===== src/rtl/cpu_pkg.sv =====
// +----------------------------------------------------------------------+
// | cpu_pkg : shared pipeline types for the hazard controller             |
// | Rev 1.0                                                               |
// +----------------------------------------------------------------------+
`default_nettype none

package cpu_pkg;

   localparam logic [4:0] XZR = 5'd31;

   typedef enum logic [1:0] {
      ST_RUN     = 2'd0,
      ST_MEMWAIT = 2'd1,
      ST_BRPEND  = 2'd2,
      ST_BAD     = 2'd3
   } hz_state_t;

   typedef struct packed {
      logic pc;
      logic ifid;
      logic idex;
      logic exmem;
      logic memwb;
   } stage_en_t;

   localparam stage_en_t EN_ALL  = 5'b11111;
   localparam stage_en_t EN_NONE = 5'b00000;
   // Load-use hold: freeze PC and IF/ID, let the bubble flow down the pipe.
   localparam stage_en_t EN_LDU  = 5'b00111;

   function automatic logic load_use(
      input logic       ex_memread,
      input logic [4:0] ex_rw,
      input logic [4:0] id_rn,
      input logic [4:0] id_rm,
      input logic       id_uses_rm,
      input logic [4:0] zero_reg
   );
      return ex_memread && (ex_rw != zero_reg) &&
             ((ex_rw == id_rn) || (id_uses_rm && (ex_rw == id_rm)));
   endfunction

endpackage

`default_nettype wire


===== src/rtl/hazard_ctrl_if.sv =====
// +----------------------------------------------------------------------+
// | hazard_ctrl_if : pipeline <-> hazard controller signal bundle         |
// | Rev 1.0                                                               |
// +----------------------------------------------------------------------+
`default_nettype none

interface hazard_ctrl_if #(
   parameter int CNT_W = 32
);
   logic [4:0]       id_rn;
   logic [4:0]       id_rm;
   logic             id_uses_rm;
   logic [4:0]       ex_rw;
   logic             ex_memread;
   logic             mem_br_taken;
   logic             dmem_req;
   logic             dmem_ready;

   logic             pc_we;
   logic             ifid_we;
   logic             idex_we;
   logic             exmem_we;
   logic             memwb_we;
   logic             idex_bubble;
   logic             flush;
   logic [1:0]       state;
   logic [CNT_W-1:0] stall_cnt;
   logic [CNT_W-1:0] flush_cnt;

   modport master (
      output id_rn, id_rm, id_uses_rm, ex_rw, ex_memread,
             mem_br_taken, dmem_req, dmem_ready,
      input  pc_we, ifid_we, idex_we, exmem_we, memwb_we,
             idex_bubble, flush, state, stall_cnt, flush_cnt
   );

   modport slave (
      input  id_rn, id_rm, id_uses_rm, ex_rw, ex_memread,
             mem_br_taken, dmem_req, dmem_ready,
      output pc_we, ifid_we, idex_we, exmem_we, memwb_we,
             idex_bubble, flush, state, stall_cnt, flush_cnt
   );
endinterface

`default_nettype wire


===== src/rtl/sat_counter.sv =====
// +----------------------------------------------------------------------+
// | sat_counter : event counter that sticks at all-ones                   |
// | Rev 1.0                                                               |
// +----------------------------------------------------------------------+
`default_nettype none

module sat_counter #(
   parameter int CNT_W = 32
) (
   input  logic             clk,
   input  logic             reset,
   input  logic             inc,
   output logic [CNT_W-1:0] count
);

   localparam logic [CNT_W-1:0] C_MAX = {CNT_W{1'b1}};
   localparam logic [CNT_W-1:0] C_ONE = {{(CNT_W-1){1'b0}}, 1'b1};

   always_ff @(posedge clk) begin
      if (!reset) begin
         count <= '0;
      end else if (inc && (count != C_MAX)) begin
         count <= count + C_ONE;
      end
   end

endmodule

`default_nettype wire


===== src/rtl/hazard_ctrl.sv =====
// +----------------------------------------------------------------------+
// | hazard_ctrl : stall/flush controller for a 5-stage in-order pipeline  |
// | Rev 1.0                                                               |
// +----------------------------------------------------------------------+
`default_nettype none

module hazard_ctrl #(
   parameter int         CNT_W = 32,
   parameter logic [4:0] XZR   = cpu_pkg::XZR
) (
   input  logic         clk,
   input  logic         reset,
   hazard_ctrl_if.slave bus
);
   import cpu_pkg::*;

   hz_state_t cur_state;
   hz_state_t nxt_state;
   stage_en_t en;
   logic      bubble;
   logic      flush_now;
   logic      ldu;
   logic      memstall;
   logic      go;

   assign ldu      = load_use(bus.ex_memread, bus.ex_rw, bus.id_rn,
                              bus.id_rm, bus.id_uses_rm, XZR);
   assign memstall = bus.dmem_req && !bus.dmem_ready;

   always_ff @(posedge clk) begin
      if (!reset) begin
         cur_state <= ST_RUN;
      end else begin
         cur_state <= nxt_state;
      end
   end

   // A branch seen while memory is stalled is parked in BRPEND so it is
   // flushed exactly once, when the access finally completes.
   always_comb begin
      nxt_state = ST_RUN;
      case (cur_state)
         ST_RUN: begin
            if (memstall) begin
               nxt_state = bus.mem_br_taken ? ST_BRPEND : ST_MEMWAIT;
            end
         end
         ST_MEMWAIT: begin
            if (!bus.dmem_ready) begin
               nxt_state = bus.mem_br_taken ? ST_BRPEND : ST_MEMWAIT;
            end
         end
         ST_BRPEND: begin
            nxt_state = bus.dmem_ready ? ST_RUN : ST_BRPEND;
         end
         default: nxt_state = ST_RUN;
      endcase
   end

   always_comb begin
      en        = EN_NONE;
      bubble    = 1'b0;
      flush_now = 1'b0;
      go        = 1'b0;
      case (cur_state)
         ST_RUN:     go = !memstall;
         ST_MEMWAIT: go = bus.dmem_ready;
         ST_BRPEND: begin
            if (bus.dmem_ready) begin
               en        = EN_ALL;
               flush_now = 1'b1;
            end
         end
         default: go = 1'b0;
      endcase
      if (go) begin
         if (bus.mem_br_taken) begin
            en        = EN_ALL;
            flush_now = 1'b1;
         end else if (ldu) begin
            en     = EN_LDU;
            bubble = 1'b1;
         end else begin
            en = EN_ALL;
         end
      end
   end

   assign bus.pc_we       = en.pc;
   assign bus.ifid_we     = en.ifid;
   assign bus.idex_we     = en.idex;
   assign bus.exmem_we    = en.exmem;
   assign bus.memwb_we    = en.memwb;
   assign bus.idex_bubble = bubble;
   assign bus.flush       = flush_now;
   assign bus.state       = cur_state;

   sat_counter #(.CNT_W(CNT_W)) u_stall_cnt (
      .clk   (clk),
      .reset (reset),
      .inc   (!en.pc),
      .count (bus.stall_cnt)
   );

   sat_counter #(.CNT_W(CNT_W)) u_flush_cnt (
      .clk   (clk),
      .reset (reset),
      .inc   (flush_now),
      .count (bus.flush_cnt)
   );

endmodule

`default_nettype wire


===== src/flat_wrapper.sv =====
// flat-port wrapper written by rule: the top's interface ports become plain ports
module hazard_ctrl_flat import cpu_pkg::*;
#(
   parameter int         CNT_W = 32,
   parameter logic [4:0] XZR   = cpu_pkg::XZR
)
  (clk, reset, bus_id_rn, bus_id_rm, bus_id_uses_rm, bus_ex_rw, bus_ex_memread, bus_mem_br_taken, bus_dmem_req, bus_dmem_ready, bus_pc_we, bus_ifid_we, bus_idex_we, bus_exmem_we, bus_memwb_we, bus_idex_bubble, bus_flush, bus_state, bus_stall_cnt, bus_flush_cnt);
  hazard_ctrl_if #(.CNT_W(CNT_W)) bus_i ();
  input  logic clk;
  input  logic reset;
  input wire logic [$bits(bus_i.id_rn)-1:0] bus_id_rn;
  input wire logic [$bits(bus_i.id_rm)-1:0] bus_id_rm;
  input wire logic [$bits(bus_i.id_uses_rm)-1:0] bus_id_uses_rm;
  input wire logic [$bits(bus_i.ex_rw)-1:0] bus_ex_rw;
  input wire logic [$bits(bus_i.ex_memread)-1:0] bus_ex_memread;
  input wire logic [$bits(bus_i.mem_br_taken)-1:0] bus_mem_br_taken;
  input wire logic [$bits(bus_i.dmem_req)-1:0] bus_dmem_req;
  input wire logic [$bits(bus_i.dmem_ready)-1:0] bus_dmem_ready;
  output wire logic [$bits(bus_i.pc_we)-1:0] bus_pc_we;
  output wire logic [$bits(bus_i.ifid_we)-1:0] bus_ifid_we;
  output wire logic [$bits(bus_i.idex_we)-1:0] bus_idex_we;
  output wire logic [$bits(bus_i.exmem_we)-1:0] bus_exmem_we;
  output wire logic [$bits(bus_i.memwb_we)-1:0] bus_memwb_we;
  output wire logic [$bits(bus_i.idex_bubble)-1:0] bus_idex_bubble;
  output wire logic [$bits(bus_i.flush)-1:0] bus_flush;
  output wire logic [$bits(bus_i.state)-1:0] bus_state;
  output wire logic [$bits(bus_i.stall_cnt)-1:0] bus_stall_cnt;
  output wire logic [$bits(bus_i.flush_cnt)-1:0] bus_flush_cnt;
  assign bus_i.id_rn = bus_id_rn;
  assign bus_i.id_rm = bus_id_rm;
  assign bus_i.id_uses_rm = bus_id_uses_rm;
  assign bus_i.ex_rw = bus_ex_rw;
  assign bus_i.ex_memread = bus_ex_memread;
  assign bus_i.mem_br_taken = bus_mem_br_taken;
  assign bus_i.dmem_req = bus_dmem_req;
  assign bus_i.dmem_ready = bus_dmem_ready;
  assign bus_pc_we = bus_i.pc_we;
  assign bus_ifid_we = bus_i.ifid_we;
  assign bus_idex_we = bus_i.idex_we;
  assign bus_exmem_we = bus_i.exmem_we;
  assign bus_memwb_we = bus_i.memwb_we;
  assign bus_idex_bubble = bus_i.idex_bubble;
  assign bus_flush = bus_i.flush;
  assign bus_state = bus_i.state;
  assign bus_stall_cnt = bus_i.stall_cnt;
  assign bus_flush_cnt = bus_i.flush_cnt;
  hazard_ctrl #(.CNT_W(CNT_W), .XZR(XZR)) u_core (.clk(clk), .reset(reset), .bus(bus_i));
endmodule

===== config.mk =====
export PLATFORM = sky130hd
export DESIGN_NAME = hazard_ctrl_flat
export DESIGN_NICKNAME = d
export VERILOG_FILES = /design/src/rtl/cpu_pkg.sv /design/src/rtl/hazard_ctrl_if.sv /design/src/rtl/sat_counter.sv /design/src/rtl/hazard_ctrl.sv /design/src/flat_wrapper.sv
export SDC_FILE = /design/constraint.sdc
export NUM_CORES = 1
export LEC_CHECK = 0
export CAP_MARGIN = 25
export CORE_MARGIN = 2
export CORE_UTILIZATION = 65
export CTS_CLUSTER_SIZE = 40
export DETAILED_ROUTE_END_ITERATION = 12
export DONT_BUFFER_PORTS = 1
export PLACE_DENSITY_LB_ADDON = 0.12
export SYNTH_ARGS = -nofsm -noshare
export SYNTH_HDL_FRONTEND = slang
export SYNTH_SLANG_ARGS = --single-unit

===== constraint.sdc =====
create_clock -name clk -period 5.4 [get_ports clk]
set_input_delay 0.54 -clock clk [delete_from_list [all_inputs] [get_ports clk]]
set_output_delay 0.54 -clock clk [all_outputs]
set_load 0.01 [all_outputs]

# Word level (Yosys, flattened, before mapping)
# Cells that the tools add are included.
[word_totals] ff_bits=66 latch_bits=0 mem_bits_rw=0 romBits=0 elab_cells=41 mem_count=0
[op_classes] n_addsub=2 multipliers=0 n_div=0 magnitude_cmp=0 n_eq_ne=7 n_shift=0 muxes=18 bitwise_logic=0 n_reduce_logical=11
[ops] op="32-bit by 1-bit adder with 32-bit output, second input constant" n=2
[ops] op="32-bit inequality test, second input constant" n=2
[ops] op="5-bit two-way mux" n=5
[ops] op="5-bit == test" n=2
[ops] op="2-bit two-way mux" n=4
[ops] op="1-bit two-way mux" n=7
[ops] op="1-bit logical AND" n=6
[ops] op="2-bit one-hot mux with 3 select lines" n=1
[ops] op="5-bit inequality test, second input constant" n=1
[ops] op="1-bit zero test" n=3
[ops] op="2-bit by 1-bit == test with 1-bit output, second input constant" n=1
[ops] op="2-bit == test, second input constant" n=1
[ops] op="2-bit zero test" n=1
[ops] op="1-bit one-hot mux with 2 select lines" n=1
[ops] op="1-bit logical OR" n=1

# Longest topological paths before layout
# Gate-level depths: netlist of run 1.
[logic_depth] ltp_word=9 depth_mapped=10 ltp_nobuf=7

# Cells and area by module
# Synthesis of run 1 repeated with hierarchy kept, for this count alone.
[hier_totals] hier_cells=438 hier_area_um2=3698.5
[modules_own_cells] mod="sat_counter" instances=2 cells_per_inst=200 area_each_um2=1704.1 seq_area_each_um2=640.6
[modules_own_cells] mod="hazard_ctrl" instances=1 cells_per_inst=38 area_each_um2=290.3 seq_area_each_um2=40.0

# Worst setup path before layout of run 1
# No wires, ideal clock.
[synth_timing] path_type="reg2reg" start="register u_core.u_flush_cnt.count[0]" end="register u_core.u_flush_cnt.count[30]" arrival_time_ns=2.100 required_ns=5.285 setup_slack_ns=3.185 stages_incl_launch_ff=9 path_buffers=1 period_less_slack_ns=2.215 cell_sequence="dfxtp_1 ha_1 nand3_1 or4_4 buf_6 a2111oi_4 nand3_1 xnor2_1 and2_1"
[synth_between] elab_chain_len=2 word_cells_on_any_way=3 cone_classes="1 x add/sub; 1 x eq/ne; 1 x reduce/logical"
[synth_rtl] element="from (decl)" line_no="sat_counter.sv:13" rtl="output logic [CNT_W-1:0] count"
[synth_rtl] element="from (signal assigned)" line_no="sat_counter.sv:23" rtl="count <= count + C_ONE;"
[synth_rtl] element="branches (longest 2 deep; another with 32-bit by 1-bit adder with 32-bit output)"
# Several ways; the timed one is not identified.
# A chain may end at the register's enable or synchronous reset.

# Final worst setup path of run 1
[layout_timing] start="register u_core.u_flush_cnt.count[0]" end="register u_core.u_flush_cnt.count[29]"
# Same word-level chain as after synthesis.

==> results_dict.tcl, run 1 <==
set metrics [dict create \
    n_antenna_cell 0 \
    port_buffers 0 \
    setup_viol 0 \
    drive_gt1_share_pct 7.55 \
    worst_setup_path_start_kind "flop" \
    cts_inserted_buffers 9 \
    antenna_left 0 \
    status "finished, final reports clean" \
    rsz0062_at_grt "no" \
    crit_path_max_fanout 21 \
    period_share_pct 54.2 \
    drc 0 \
    grt_first_pass_wirelength_um 13300 \
    intPower_w 0.000697 \
    worstMarginPinSlew_ns 1.00 \
    cts_sinks 66 \
    insertion_delay_ns 0.35 \
    p_sw_w 0.000227 \
    num_vias 3103 \
    num-nets-final 444 \
    reg2reg_setup_slack_ns 2.47 \
    layout_commonest_cell "dfxtp_1" \
    core_area_sq_um 5200 \
    crit_arrival_ns 3.19 \
    leakagePower_nw 1.20 \
    synth_edf_count 0 \
    drt_iter0_markers 144 \
    vdd_drop_max_v 0.000176 \
    cp-end-kind "flop" \
    crit_type "flop to flop" \
    cts_tree "built" \
    syn-num-nets 451 \
    syn_avg_cell_area_sq_um 8.35 \
    fin_crit_ns 2.93 \
    required_ns 5.67 \
    yosys.area.top_type_share_pct 37.1 \
    fmax_mhz 342 \
    dp.cells 479 \
    pwr-share-seq_pct 53.8 \
    initial_core_util_pct 68.5 \
    synth.area.top_cells "dfxtp_1 (37%), xnor2_1 (8.8%), nor2_1 (4.7%), nand2_1 (4.3%), nand4_1 (3.9%)" \
    dr.pass1.iters 4 \
    slew_headroom_pct 32.5 \
    final.setup.tns_ns 0 \
    p_clk_share_pct 40.4 \
    clock_skew_ns 0.0114 \
    hold_violations 0 \
    seq_area_frac_synth_pct 37.1 \
    syn_inst 427 \
    synth_ff_type "dfxtp_1" \
    finalMaxSlewViolations 0 \
    grt_max_degree 47 \
    wire_per_inst_um 16.1 \
    die_area_sq_um 6090 \
    cts.clk_slew.worst_paths_ns 0.06 \
    grt_pass1_vias 2933 \
    yosysWarnings 0 \
    min_path_type "input pin to flop" \
    via_per_inst 6.28 \
    synth-seq-cells 66 \
    pin_count 95 \
    swShare_pct 24.6 \
    fp.dieW_um 78.1 \
    antenna_found_initial 0 \
    synth_area_sq_um 3570 \
    synth_cell_types 56 \
    track_usage_pct 26.7 \
    grt_overflow 0 \
    dieHeight_um 78.1 \
    cts_max_level 3 \
    max-cap-violations 0 \
    clockBufferDepth 2 \
    clock_tree.root_cell "clkbuf_8" \
    final_cells 494 \
    final_cell_mix "dfxtp_1 (66), nor2_1 (45), nand2_1 (41)" \
    pwr-share-comb_pct 5.8 \
    dpl.hpwl_um 5590 \
    cts_hold_buf 0 \
    drt-total-wl_um 7960 \
    gp_congestion 0.810 \
    total_power_w 0.000924 \
    syn2layout_area_growth_pct 4.56 \
    yosysTopAreaCell "dfxtp_1" \
    cts_resized 0 \
    cts_setup_buffers 0 \
    rows 26 \
    async_flop_share_pct 0 \
    power_density_nw_per_um2 248 \
]
-- layer usage --
layer | vias up | part of all wire (%) | track usage (%)
li1 | 1524 | - | -
met1 | 1449 | 46 | 33.5
met2 | 116 | 44 | 42.2
met3 | 14 | 8.2 | 8.97
met4 | 0 | 1.9 | 11.2
met5 | - | 0 | 0
-- Yosys cell counts (3+ instances only) --
cell type / instances
o21a_1: 7
buf_4: 3
nor3_1: 13
and4_1: 5
inv_1: 9
clkbuf_1: 12
nand3_1: 23
or3_1: 9
nand4_1: 22
dfxtp_1: 66
xnor2_1: 36
mux2i_1: 9
nand2_1: 41
o211ai_1: 3
nand2b_1: 11
o31ai_1: 6
and2_1: 9
nor4_1: 11
xor2_1: 6
o21ai_0: 10
or4_1: 5
a21oi_1: 17
and3_1: 5
nor4b_1: 3
nor2_1: 45
or2_2: 3
buf_6: 3
-- kinds of logic after synthesis --
group | count (synthesis) | synth area share (%)
xor gates and xnor gates | 42 | 10.3
AOI/OAI and AO/OA | 55 | 11.1
buffers and inverters | 30 | 4.18
and+or+nand+nor | 223 | 34.2
adders and majority gates | 2 | 0.702
DFF | 66 | 37.1
muxes | 9 | 2.53
-- final cells by class --
type | instances | area [sq um]
tap | 70 | 87.6
clock inverter | 2 | 12.5
sequential | 66 | 1320
timing repair buffer | 2 | 15.0
fill | 437 | 1480
clock buffer | 13 | 159
multi-input combinational | 331 | 2100
inverter | 10 | 37.5
-- worst paths after layout --
kind | startpoint | cells past startpoint | end
setup reg to reg | u_core.u_flush_cnt.count[0]$_SDFFE_PN0P_ | 7 | u_core.u_flush_cnt.count[29]$_SDFFE_PN0P_
hold / removal | bus_mem_br_taken | 1 | u_core.bus.state[0]$_SDFF_PN0_
hold reg to reg | u_core.u_stall_cnt.count[11]$_SDFFE_PN0P_ | 2 | u_core.u_stall_cnt.count[11]$_SDFFE_PN0P_
setup / recovery | u_core.u_flush_cnt.count[0]$_SDFFE_PN0P_ | 7 | u_core.u_flush_cnt.count[29]$_SDFFE_PN0P_
-- power by group through the flow --
stage / registers (W) / logic [W] / clock network, W
final: 0.000497 / 0.0000538 / 0.000373
after global routing: 0.000498 / 0.0000598 / 0.000396
after CTS: 0.000497 / 0.0000538 / 0.000375
after detailed placement: 0.000508 / 0.0000535 / 0
after global placement: 0.000508 / 0.0000528 / 0
after floorplan: 0.000507 / 0.0000489 / 0
-- per-stage QoR --
step | utilization, % | instance area (sq um) | setup slack (ns) | hold slack, ns
after global placement | 68.3 | 3560 | 2.61 | 0.521
after CTS | 71.6 | 3730 | 2.49 | 0.268
final | 71.6 | 3730 | 2.47 | 0.273
after global routing | 71.6 | 3730 | 2.24 | 0.269
after detailed placement | 68.3 | 3560 | 2.52 | 0.532
after floorplan | - | 3570 | 3.19 | 0.494
-- worst max-delay path: stages, from the launching register on --
cell	delay (ns)
dfxtp_1	0.48
ha_1	0.21
nand3_1	0.14
or4_4	0.53
nor4_4	0.85
nor2_1	0.24
nand4_1	0.20
mux2i_1	0.20
-- sequential cells by signal, indices dropped and copies added (netlist names) --
| signal | cells |
|---|---|
| u_core.bus.state | 2 |
| u_core.u_flush_cnt.count | 32 |
| u_core.u_stall_cnt.count | 32 |
Note: power is estimated with default switching activity, not from simulation.
==> inputs of run 2 (changes only) <==
Settings changed: CORE_UTILIZATION 65 to 63.
Clock period 5.4 ns to 3 ns, I/O delays scaled along.
==> results_dict.tcl, run 2 (synthesis results as in run 1) <==
set metrics [dict create \
    clock_skew_ns 0.00759 \
    via_per_inst 5.98 \
    final.setup.tns_ns 0 \
    crit_chain "nor2b_1 -> o21ai_0 -> and2_0 -> buf_4 -> inv_1" \
    drive_gt1_share_pct 8.88 \
    cts_hold_buf 0 \
    dieHeight_um 79.2 \
    clock_tree.root_cell "clkbuf_8" \
    max-cap-violations 0 \
    fin_crit_ns 2.61 \
    crit_path_max_fanout 14 \
    required_ns 2.70 \
    rsz0062_at_grt "no" \
    cpPeakStageDelay_ns 0.52 \
    num-nets-final 447 \
    cp-end-kind "primary output" \
    worstMarginPinSlew_ns 0.861 \
    crit_slowest_cell "dfxtp_1" \
    cts_setup_buffers 0 \
    grt_overflow 0 \
    cts_max_level 3 \
    drt_iter0_markers 187 \
    period_share_pct 86.8 \
    drc 0 \
    initial_core_util_pct 65.2 \
    n_antenna_cell 0 \
    clockBufferDepth 2 \
    final_cell_mix "dfxtp_1 (66), nor2_1 (45), nand2_1 (41)" \
    crit_arrival_ns 2.31 \
    num_vias 2989 \
    vdd_drop_max_v 0.000411 \
    cts_sinks 66 \
    wire_per_inst_um 15.6 \
    cts.clk_slew.worst_paths_ns 0.08 \
    status "finished, final reports clean" \
    pin_count 95 \
    slew_headroom_pct 42.6 \
    finalMaxSlewViolations 0 \
    hold_violations 0 \
    die_area_sq_um 6280 \
    antenna_left 0 \
    cts_tree "built" \
    drt-total-wl_um 7780 \
    final_cells 500 \
    power_density_nw_per_um2 482 \
    layout_commonest_cell "dfxtp_1" \
    core_area_sq_um 5470 \
    insertion_delay_ns 0.34 \
    dp.cells 484 \
    track_usage_pct 26.0 \
    antenna_found_initial 0 \
    port_buffers 0 \
    dpl.hpwl_um 5530 \
    rows 27 \
    syn2layout_area_growth_pct 6.77 \
    crit_type "flop to primary output" \
    grt_pass1_vias 2823 \
    cts_resized 0 \
    grt_first_pass_wirelength_um 13100 \
    fp.dieW_um 79.2 \
    leakagePower_nw 1.23 \
    gp_congestion 0.816 \
    min_path_type "input pin to flop" \
    cts_inserted_buffers 9 \
    setup_viol 0 \
    worst_setup_path_start_kind "flop" \
    dr.pass1.iters 5 \
    fmax_mhz 384 \
    grt_max_degree 47 \
]
[run 2: changes by cell type in the layout (fill, tap and decap cells not counted)]
cell and delta:
clkinvlp_4 +1, clkinv_4 +1, buf_4 +3, clkbuf_1 -2, inv_6 +2, clkinv_2 -1
bufinv_16 +2, clkbuf_8 -2
[run 2: layout make-up]
class	instances	area, sq um
Sequential cell	66	1320
Fill cell	465	1670
Timing Repair Buffer	5	37.5
Clock buffer	9	124
Tap cell	72	90.1
Clock inverter	7	101
Inverter	10	37.5
Multi-Input combinational cell	331	2100
[run 2: final timing paths]
check / startpoint / endpoint / slack (ns) / depth (start not counted)
max: u_core.bus.state[1]$_SDFF_PN0_ / bus_flush / 0.39 / 5
min: bus_mem_br_taken / u_core.bus.state[0]$_SDFF_PN0_ / 0.04 / 1
max reg2reg: u_core.u_stall_cnt.count[0]$_SDFFE_PN0P_ / u_core.u_stall_cnt.count[16]$_SDFFE_PN0P_ / 0.41 / 7
min reg2reg: u_core.u_stall_cnt.count[9]$_SDFFE_PN0P_ / u_core.u_stall_cnt.count[9]$_SDFFE_PN0P_ / 0.55 / 2
[run 2: through the flow]
| stage | area (sq um) | setup WS (ns) | total power, W | utilization, % | hold WS, ns |
|---|---|---|---|---|---|
| 5_1_grt | 3810 | 0.190 | 0.00191 | 69.6 | 0.0151 |
| 3_3_place_gp | 3580 | 0.490 | 0.00101 | 65.5 | 0.384 |
| 6_report | 3810 | 0.395 | 0.00184 | 69.6 | 0.0422 |
| 2_1_floorplan | 3570 | 0.785 | 0.00100 | - | 0.378 |
| 4_1_cts | 3810 | 0.386 | 0.00185 | 69.6 | 0.0270 |
| 3_5_place_dp | 3580 | 0.447 | 0.00101 | 65.5 | 0.388 |
[run 2: where the power goes]
part | internal (W) | total (W) | switching, W
sequential | 0.000881 | 0.000894 | 0.0000122
combinational | 0.0000334 | 0.0000971 | 0.0000637
clock | 0.000475 | 0.000845 | 0.000370
[run 2: critical path, delay by kind of cell, from the launching register on]
kind | cells | cell delay, ns
AOI/OAI and AO/OA | 1 | 0.48
buffers and inverters | 2 | 0.39
DFF | 1 | 0.52
and+or+nand+nor | 2 | 0.58
[run 2: per-layer routing]
metal / global-route usage, % / vias to the layer above / wire length, um
li1: - / 1527 / -
met1: 32.6 / 1360 / 3370
met2: 40.2 / 96 / 3770
met3: 9.20 / 6 / 560
met4: 11.2 / 0 / 76
met5: 0 / - / 0
